==> src/rtl/uart_btn_msg_src.sv <==
// rtl/uart_btn_msg_src.sv - debounced buttons queued as UART byte messages, plus baud divisor select
module uart_btn_msg_src #(
  parameter int NUM_BTN     = 4,
  parameter int DEB_CYCLES  = 36864,
  parameter int CNT_W       = 16,
  parameter int BASE_CHAR   = 65,
  parameter int APPEND_CRLF = 1
) (
  input  logic               clk,
  input  logic               rst,
  input  logic [NUM_BTN-1:0] btn,
  input  logic [1:0]         baud_sel,
  output logic [11:0]        ubrr,
  output logic [7:0]         tx_data,
  output logic               tx_valid,
  input  logic               tx_ready,
  output logic               busy
);

  typedef enum logic [1:0] {IDLE, CHAR, CR, LF} state_t;

  localparam logic [CNT_W-1:0] CNT_MAX = CNT_W'(DEB_CYCLES - 1);

  logic [NUM_BTN-1:0] sync1;
  logic [NUM_BTN-1:0] sync2;
  logic [NUM_BTN-1:0] stable;
  logic [NUM_BTN-1:0] stable_d;
  logic [NUM_BTN-1:0] press;
  logic [NUM_BTN-1:0] pending;
  logic [NUM_BTN-1:0] pending_next;
  logic [NUM_BTN-1:0] clr;
  logic [NUM_BTN-1:0] pick_mask;
  logic [7:0]         pick_char;
  logic [CNT_W-1:0]   cnt [NUM_BTN];

  state_t      state;
  state_t      state_next;
  logic [7:0]  data_next;
  logic        valid_next;
  logic [11:0] ubrr_next;
  logic        hs;

  // Synchronise the raw buttons and accept a level only after it has held for DEB_CYCLES
  always_ff @(posedge clk) begin
    if (!rst) begin
      sync1    <= '1;
      sync2    <= '1;
      stable   <= '1;
      stable_d <= '1;
      for (int i = 0; i < NUM_BTN; i++) cnt[i] <= '0;
    end else begin
      sync1    <= btn;
      sync2    <= sync1;
      stable_d <= stable;
      for (int i = 0; i < NUM_BTN; i++) begin
        if (sync2[i] == stable[i]) begin
          cnt[i] <= '0;
        end else if (cnt[i] == CNT_MAX) begin
          stable[i] <= sync2[i];
          cnt[i]    <= '0;
        end else begin
          cnt[i] <= cnt[i] + CNT_W'(1);
        end
      end
    end
  end

  // A press is the debounced level falling; releases are ignored
  assign press = stable_d & ~stable;
  assign hs    = tx_valid & tx_ready;

  // Lowest-numbered pending button wins arbitration
  always_comb begin
    pick_char = 8'(BASE_CHAR);
    pick_mask = '0;
    for (int i = NUM_BTN - 1; i >= 0; i--) begin
      if (pending[i]) begin
        pick_char = 8'(BASE_CHAR + i);
        pick_mask = NUM_BTN'(1) << i;
      end
    end
  end

  // Message sequencer and baud table; ubrr only tracks baud_sel while fully idle
  always_comb begin
    state_next = state;
    data_next  = tx_data;
    valid_next = tx_valid;
    ubrr_next  = ubrr;
    clr        = '0;
    case (state)
      IDLE: begin
        if (pending != '0) begin
          clr        = pick_mask;
          data_next  = pick_char;
          valid_next = 1'b1;
          state_next = CHAR;
        end else begin
          case (baud_sel)
            2'd0:    ubrr_next = 12'd23;
            2'd1:    ubrr_next = 12'd11;
            2'd2:    ubrr_next = 12'd5;
            default: ubrr_next = 12'd1;
          endcase
        end
      end
      CHAR: begin
        if (hs) begin
          if (APPEND_CRLF != 0) begin
            data_next  = 8'h0D;
            state_next = CR;
          end else begin
            valid_next = 1'b0;
            state_next = IDLE;
          end
        end
      end
      CR: begin
        if (hs) begin
          data_next  = 8'h0A;
          state_next = LF;
        end
      end
      LF: begin
        if (hs) begin
          valid_next = 1'b0;
          state_next = IDLE;
        end
      end
      default: state_next = IDLE;
    endcase
    // A new press in the same cycle as the clear keeps the bit set
    pending_next = (pending & ~clr) | press;
  end

  // State and output registers
  always_ff @(posedge clk) begin
    if (!rst) begin
      state    <= IDLE;
      tx_data  <= '0;
      tx_valid <= 1'b0;
      ubrr     <= '0;
      pending  <= '0;
      busy     <= 1'b0;
    end else begin
      state    <= state_next;
      tx_data  <= data_next;
      tx_valid <= valid_next;
      ubrr     <= ubrr_next;
      pending  <= pending_next;
      busy     <= (state_next != IDLE);
    end
  end

endmodule

==> config.mk <==
export PLATFORM = sky130hd
export DESIGN_NAME = uart_btn_msg_src
export DESIGN_NICKNAME = d
export VERILOG_FILES = /design/src/rtl/uart_btn_msg_src.sv
export SDC_FILE = /design/constraint.sdc
export NUM_CORES = 1
export LEC_CHECK = 0
export CORE_ASPECT_RATIO = 0.6
export CORE_MARGIN = 3
export CORE_UTILIZATION = 53
export DETAILED_ROUTE_END_ITERATION = 10
export PLACE_DENSITY = 0.75
export SYNTH_ARGS = -nofsm -noshare
export SYNTH_HDL_FRONTEND = slang
export SYNTH_SLANG_ARGS = --single-unit
export TNS_END_PERCENT = 10
==> constraint.sdc <==
create_clock -name clk -period 2.2 [get_ports clk]
set_clock_uncertainty 0.2 [all_clocks]
set_input_delay 0.44 -clock clk [delete_from_list [all_inputs] [get_ports clk]]
set_output_delay 0.44 -clock clk [all_outputs]
set_load 0.005 [all_outputs]
## After elaboration in Yosys (flattened, before gate mapping)

Memories as Yosys holds them, arrays and structs flattened.
Index checks and enable logic that the tools add are counted.

| word-level totals | value |
|---|---|
| bits in registers | 44 |
| bits in writable memories | 64 |
| input port bits | 9 |
| output and inout port bits | 22 |
| word-level logic and storage cells | 151 |
| memories | 1 |

Memory list:

| name | words | width | rd ports | clocked after memory_dff | write ports | line | text |
|---|---|---|---|---|---|---|---|
| cnt | 4 | 16 | 4 | 0 | 4 | 34 | `logic [CNT_W-1:0] cnt [NUM_BTN];` |

| operators by class | value |
|---|---|
| $add $sub $neg | 4 |
| equality and inequality tests | 17 |
| muxes and demuxes | 80 |
| bitwise operators | 23 |
| reductions and logical operators | 13 |

Operators by type and width:

| cell | count |
|---|---|
| 16-bit two-way mux | 12 |
| 16-bit by 1-bit adder with 16-bit output (second input constant) | 4 |
| 16-bit equality test (second input constant) | 4 |
| 8-bit two-way mux | 6 |
| 1-bit two-way mux | 47 |
| 4-bit two-way mux | 6 |
| 8-bit one-hot mux with 3 select lines | 1 |
| 5-bit one-hot mux with 3 select lines | 1 |
| 1-bit OR | 12 |
| 2-bit AND reduction | 5 |
| 4-bit AND | 2 |
| 2-bit two-way mux | 4 |
| 2-bit inequality test (second input constant) | 4 |
| 4-bit NOT | 2 |
| 2-bit one-hot mux with 4 select lines | 1 |
| 2-bit equality test (second input constant) | 3 |
| 1-bit NOT | 5 |
| 1-bit equality test | 4 |
| 2-bit by 1-bit equality test with 1-bit output (second input constant) | 2 |
| 2-bit logical NOT | 2 |
| 4-bit OR | 1 |
| 4-bit AND reduction | 1 |
| 2-bit nonzero test | 2 |
| 4-bit nonzero test | 1 |
| 5 further kinds | 5 |

## Logic depth before layout (Yosys ltp)

Gate-level depths: netlist of run 1.

| depth | value |
|---|---|
| depth in word-level cells | 9 |
| depth in mapped cells | 8 |
| mapped depth without buffers | 6 |

## Least setup slack after synthesis of run 1

OpenSTA, ideal clock, no wires.

| path | value |
|---|---|
| path type | register to register |
| from | mem cnt[1][0] |
| to | mem cnt[1][11], data pin |
| library setup time | 0.254 ns |
| arrival | 1.789 ns |
| required time | 1.746 ns |
| setup slack | -0.043 ns |
| stages on the path, launching flop included | 7 |
| path buffers | 1 |
| clock period less this slack | 2.243 ns |
| cells stage by stage | edfxtp_1 ha_1 nand3_1 or4_4 o211ai_2 buf_4 nor2_1 |

RTL lines:

| item | line |
|---|---|
| start, declared | 34 |

==> results of run 1 <==
==> cell type report <==
class	count	area, um2	area share, %
timing repair buffer	66	587	9.70
clock inverter	5	57.6	0.951
tap	112	140	2.32
sequential	98	2600	43.0
inverter	16	60.1	0.993
multi-input combinational	403	2340	38.7
clock buffer	11	264	4.36
==> layout by cell type, fill, tap and decap left out, types with 3 or more instances in the layout <==
cell	n
nor2_1	77
conb_1	74
edfxtp_1	64
buf_4	42
xnor2_1	37
dfxtp_1	34
nand3_1	25
nand2_1	24
clkdlybuf4s50_1	20
xor2_1	19
nand2b_1	18
nand4_1	18
inv_1	16
nor3_1	15
a21oi_1	12
clkbuf_16	10
o21ai_0	8
nor4_1	8
ha_1	8
and3_1	6
or3_1	6
nor2b_1	4
a211oi_1	4
or2_2	4
nor4_2	3
mux2i_1	3
buf_12	3
==> worst register-to-register path, delay by kind of cell, from the launching register on <==
kind / cells / cell delay [ps]
simple gates: 4 / 1020
flops: 1 / 400
buf+inv: 2 / 320
==> power by group through the flow <==
stage	logic [mW]	clock network, mW	registers (mW)
finish	0.358	1.66	2.10
global route	0.399	1.78	2.11
CTS	0.346	1.70	2.10
detailed placement	0.340	0	2.14
global placement	0.332	0	2.14
floorplan	0.216	0	2.14
==> repair_timing <==
| action | in CTS | in global routing |
|---|---|---|
| setup buffers | 0 | 2 |
| gates resized for setup | 0 | 12 |
| endpoints found under the setup margin | 0 | 40 |
| hold buffers | 0 | 0 |
==> cell families after synthesis <==
family	Yosys count
DFF	98
xor gates and xnor gates	56
and+or+nand+nor	224
adders and majority gates	8
AOI/OAI and AO/OA	38
muxes	3
buffers and inverters	41
other	2
==> stage by stage <==
step / TNS [ps] / util [%] / setup WS (ps) / hold WS [ps]
3_5_place_dp: 0 / 65.2 / 50.0 / 192
3_3_place_gp: 0 / 65.2 / 64.9 / 191
6_report: 0 / 69.7 / 17.7 / 204
5_1_grt: -251 / 69.7 / -34.1 / 213
4_1_cts: 0 / 68.9 / 28.4 / 202
2_1_floorplan: 0 / - / 15.0 / 186
==> metal layers <==
layer	wire length (um)	part of all wire (%)	vias to the layer above	track usage [%]
met5	0	0	-	0
li1	-	-	1822	-
met3	498	5.3	11	6.35
met4	79	0.84	0	4.51
met2	4270	46	92	30.8
met1	4520	48	1680	24.7
==> flip-flops by register name, indices dropped and copies added (netlist names) <==
name,count
cnt,64
ubrr,5
sync1,4
sync2,4
busy,1
state,2
stable,4
tx_valid,1
pending,4
stable_d,4
tx_data,5
==> final timing paths <==
kind | from | end | slack (ps) | cells past startpoint
max | cnt[3][13] | cnt[3][13] | 20 | 6
min | sync1[1] | sync2[1] | 200 | 1
max reg2reg | cnt[3][13] | cnt[3][13] | 20 | 6
min reg2reg | sync1[1] | sync2[1] | 200 | 1
==> flow_summary.json, run 1 <==
{
  "die_area_mm2": 0.0103,
  "max_clock_freq_ghz": 0.458,
  "synth_top_family_by_area": "simple AND/OR/NAND/NOR gates",
  "syn_to_final_growth_pct": 25.2,
  "cpMostUsedCell": "buf_4",
  "path_class": "register to register",
  "p_per_area_mw_per_mm2": 682,
  "grt.overflow.total": 0,
  "nNetsFinal": 611,
  "clkPwrFrac_pct": 40.3,
  "fin_crit_sh_pct": 99.2,
  "synth_most_common_cell": "nor2_1",
  "maxCapViolations": 0,
  "antenna_left": 0,
  "vias_per_cell": 5.07,
  "cp-start-kind": "register",
  "n_fill_cell": 667,
  "setup_viol": 0,
  "cp.required_ps": 2110,
  "synthMuxAreaShare_pct": 0.621,
  "pin_count": 31,
  "max_stage_delay_ps": 560,
  "drcViolationCount": 0,
  "critPathMaxFanout": 7,
  "internal-power_mw": 3.20,
  "start_util_pct": 55.6,
  "netlist_area_mm2": 0.00483,
  "avgSynthCellArea_um2": 10.3,
  "synth_compound_area_share_pct": 5.20,
  "routed_wl_mm": 9.37,
  "yosys.area_share.simple_pct": 23.5,
  "drt_iter0_drc": 369,
  "rows": 26,
  "ir_worst_vdd_uv": 500,
  "cts-buffers-inserted": 9,
  "clock_path_buffers": 2,
  "clock_latency_ps": 350,
  "grt_pass1_vias": 3440,
  "grt_max_degree": 17,
  "p_seq_share_pct": 51.0,
  "synthTopCellsByArea": "edfxtp_1, dfxtp_1, xnor2_1",
  "path_delay_family": "simple AND/OR/NAND/NOR gates",
  "cts_tree": "built",
  "antenna_found_initial": 0,
  "grt_use_total_pct": 19.0,
  "p_total_mw": 4.13,
  "min_period_ps": 2180,
  "yosys.area.top_type": "edfxtp_1",
  "yosysWarnings": 0,
  "hpwlAfterDp_mm": 6.59,
  "fin_area_mm2": 0.00605,
  "place.gp.congestion": 0.849,
  "slowest_stage": "or4b_4",
  "num_antenna_cells": 0,
  "die_h_um": 80.0,
  "fin_cells": 711,
  "synth-seq-cells": 98,
  "die_w_um": 129,
  "synthTopCellsByCount": "nor2_1, edfxtp_1, xnor2_1, dfxtp_1, nand3_1",
  "drv_slew": 0,
  "path_buf_inv": 2,
  "wire_per_inst_um": 13.2,
  "hold_path.class": "register to register",
  "power_frac_comb_pct": 8.7,
  "grt_pass1_wl_mm": 15.4,
  "first_pass_iters": 5,
  "postSynthCellCount": 470,
  "synth_enable_flop_cells": 64,
  "end_kind": "register",
  "arrival_ps": 2090,
  "path_clk_slew_ps": 70,
  "placed_area_mm2": 0.00566,
  "drive_gt1_share_pct": 13.2,
  "crit_path_cell_trace": "or4b_4 > nor4_4 > buf_4 > or2_4 > buf_4 > nor2_1",
  "leakagePower_nw": 2.23,
  "cts_num_sinks": 98,
  "port_buffers": 20,
  "yosys.cell_types.count": 49,
  "cts_root_buffer": "clkbuf_16",
  "synth_top_area_share_pct": 39.8,
  "p_switching_mw": 0.925,
  "postSynth.asyncResetShare_pct": 0,
  "synth_xor_area_share_pct": 10.2,
  "status": "completed",
  "power_switching_share_pct": 22.4,
  "hold_viol_final": 0,
  "ys.flop_type": "edfxtp_1",
  "vias": 3605,
  "htree_levels": 3,
  "synth_seq_area_share_pct": 53.9,
  "yosys.area_share.adder_pct": 2.07,
  "dp_cells": 692,
  "core_area_mm2": 0.00869
}
No activity file was read; power rests on OpenSTA's default activity.
==> run 2: changes to the inputs <==
HOLD_SLACK_MARGIN = 0.12   (was unset)
==> results of run 2 <==
Final layout, timing and power as in run 1 (identical DEF).
==> run 3: changes to the inputs <==
CORE_UTILIZATION = 35   (was 53)
PLACE_DENSITY = unset   (was 0.75)
SLEW_MARGIN = 0   (was unset)
clock period = 2.35 ns   (was 2.2 ns; I/O delays follow)
==> run 3 against run 2 <==
Against the previous run: register-to-register slack better by 130 ps; first-iteration DRC count fell by 55%; clock power is 13% lower; fmax decreased by 1.1%; die area rose by 48%; non-clock buffer count decreased by 21; worst setup slack improved by 130 ps; global-route usage decreased by 6.9 points; core utilization shrank 25 points; critical path depth fell by 1; wire length fell by 7.8%; via count fell by 6.4%.
==> flow_summary.json, run 3 (synthesized netlist as in run 1, its figures left out) <==
{
  "status": "completed",
  "htree_levels": 3,
  "grt_pass1_vias": 3231,
  "antenna_left": 0,
  "cts_root_buffer": "clkbuf_16",
  "p_per_area_mw_per_mm2": 634,
  "largest_register": "cnt",
  "dp_cells": 732,
  "max_clock_freq_ghz": 0.453,
  "critPathMaxFanout": 15,
  "die_area_mm2": 0.0153,
  "cp.required_ps": 2220,
  "drt_iter0_drc": 165,
  "cp-start-kind": "register",
  "fin_cells": 748,
  "nNetsFinal": 590,
  "grt_max_degree": 17,
  "fin_crit_sh_pct": 93.9,
  "setup_ws_ps": 143,
  "drive_gt1_share_pct": 8.65,
  "hold_path.class": "register to register",
  "top_regs": "cnt (64), tx_data (5), ubrr (5)",
  "end_kind": "register",
  "syn_to_final_growth_pct": 21.6,
  "cts-buffers-inserted": 9,
  "slowest_stage": "or4_4",
  "hpwlAfterDp_mm": 6.40,
  "path_buf_inv": 0,
  "max_stage_delay_ps": 550,
  "path_clk_slew_ps": 60,
  "start_util_pct": 36.7,
  "clock_path_buffers": 2,
  "largest_reg_flops": 64,
  "pin_count": 31,
  "num_antenna_cells": 0,
  "port_buffers": 20,
  "arrival_ps": 2080,
  "min_period_ps": 2210,
  "grt_use_total_pct": 12.1,
  "routed_wl_mm": 8.64,
  "place.gp.congestion": 0.812,
  "path_class": "register to register",
  "n_fill_cell": 1282,
  "grt_setup_unrepaired": "yes",
  "ir_worst_vdd_uv": 330,
  "cts_tree": "built",
  "core_area_mm2": 0.0132,
  "vias": 3374,
  "path_delay_family": "simple AND/OR/NAND/NOR gates",
  "vias_per_cell": 4.51,
  "die_w_um": 158,
  "grt_pass1_wl_mm": 14.9,
  "grt.overflow.total": 0,
  "hold_viol_final": 0,
  "cts_num_sinks": 98,
  "leakagePower_nw": 2.08,
  "first_pass_iters": 4,
  "crit_path_cell_trace": "ha_1 > nand3_1 > or4_4 > o211ai_4 > nor2_1",
  "placed_area_mm2": 0.00556,
  "setup_viol": 0,
  "final_cell_mix": "nor2_1, conb_1, edfxtp_1",
  "fin_area_mm2": 0.00587,
  "clock_latency_ps": 340,
  "final_common_cell": "nor2_1",
  "drv_slew": 0,
  "fin_hold_ws_ps": 210,
  "die_h_um": 97.0,
  "wire_per_inst_um": 11.5,
  "pre_cts_slack_ps": -62.7,
  "drcViolationCount": 0,
  "rows": 32,
  "antenna_found_initial": 0,
  "maxCapViolations": 0
}
run 3: per-stage QoR:
stage,util [%],power [mW],TNS (ps)
after floorplan,-,2.20,0
after global placement,42.2,2.29,0
after detailed placement,42.2,2.30,-445
after CTS,44.5,3.78,0
after global routing,44.6,3.91,-1.15
final,44.6,3.72,0
run 3: area by class of cell:
cell class / instances / area, um2 / area share [%]
sequential: 98 / 2600 / 44.3
multi-input combinational: 403 / 2300 / 39.2
timing repair buffer: 45 / 400 / 6.82
clock buffer: 10 / 239 / 4.07
tap: 170 / 213 / 3.62
inverter: 16 / 60.1 / 1.02
clock inverter: 6 / 56.3 / 0.958
run 3: path summary, 6_finish.rpt:
| path | slack, ps | start | depth (start not counted) | to |
|---|---|---|---|---|
| worst max-delay path | 140 | cnt[1][1] | 5 | cnt[1][8] |
| worst min-delay path | 210 | sync1[0] | 1 | sync2[0] |
| worst max register to register | 140 | cnt[1][1] | 5 | cnt[1][8] |
| worst min register to register | 210 | sync1[0] | 1 | sync2[0] |
run 3: power breakdown:
part           switching [mW]  internal [mW]  leakage (nW)
Sequential             0.0680           1.91         0.938
Clock                   0.610          0.845         0.147
Combinational           0.148          0.142         0.996
Total                   0.826           2.90          2.08
run 3: metal layers:
layer	wire length [um]	vias to the layer above	global-route usage, %
met4	50	0	3.20
met5	0	-	0
met3	282	7	3.62
li1	-	1780	-
met1	4690	1546	17.2
met2	3610	41	17.8
run 3: what timing repair did:
action	in CTS	in global routing
endpoints found under the setup margin	15	23
setup buffers	0	0
hold buffers	0	0
gates resized for setup	1	2
pin swaps	0	1
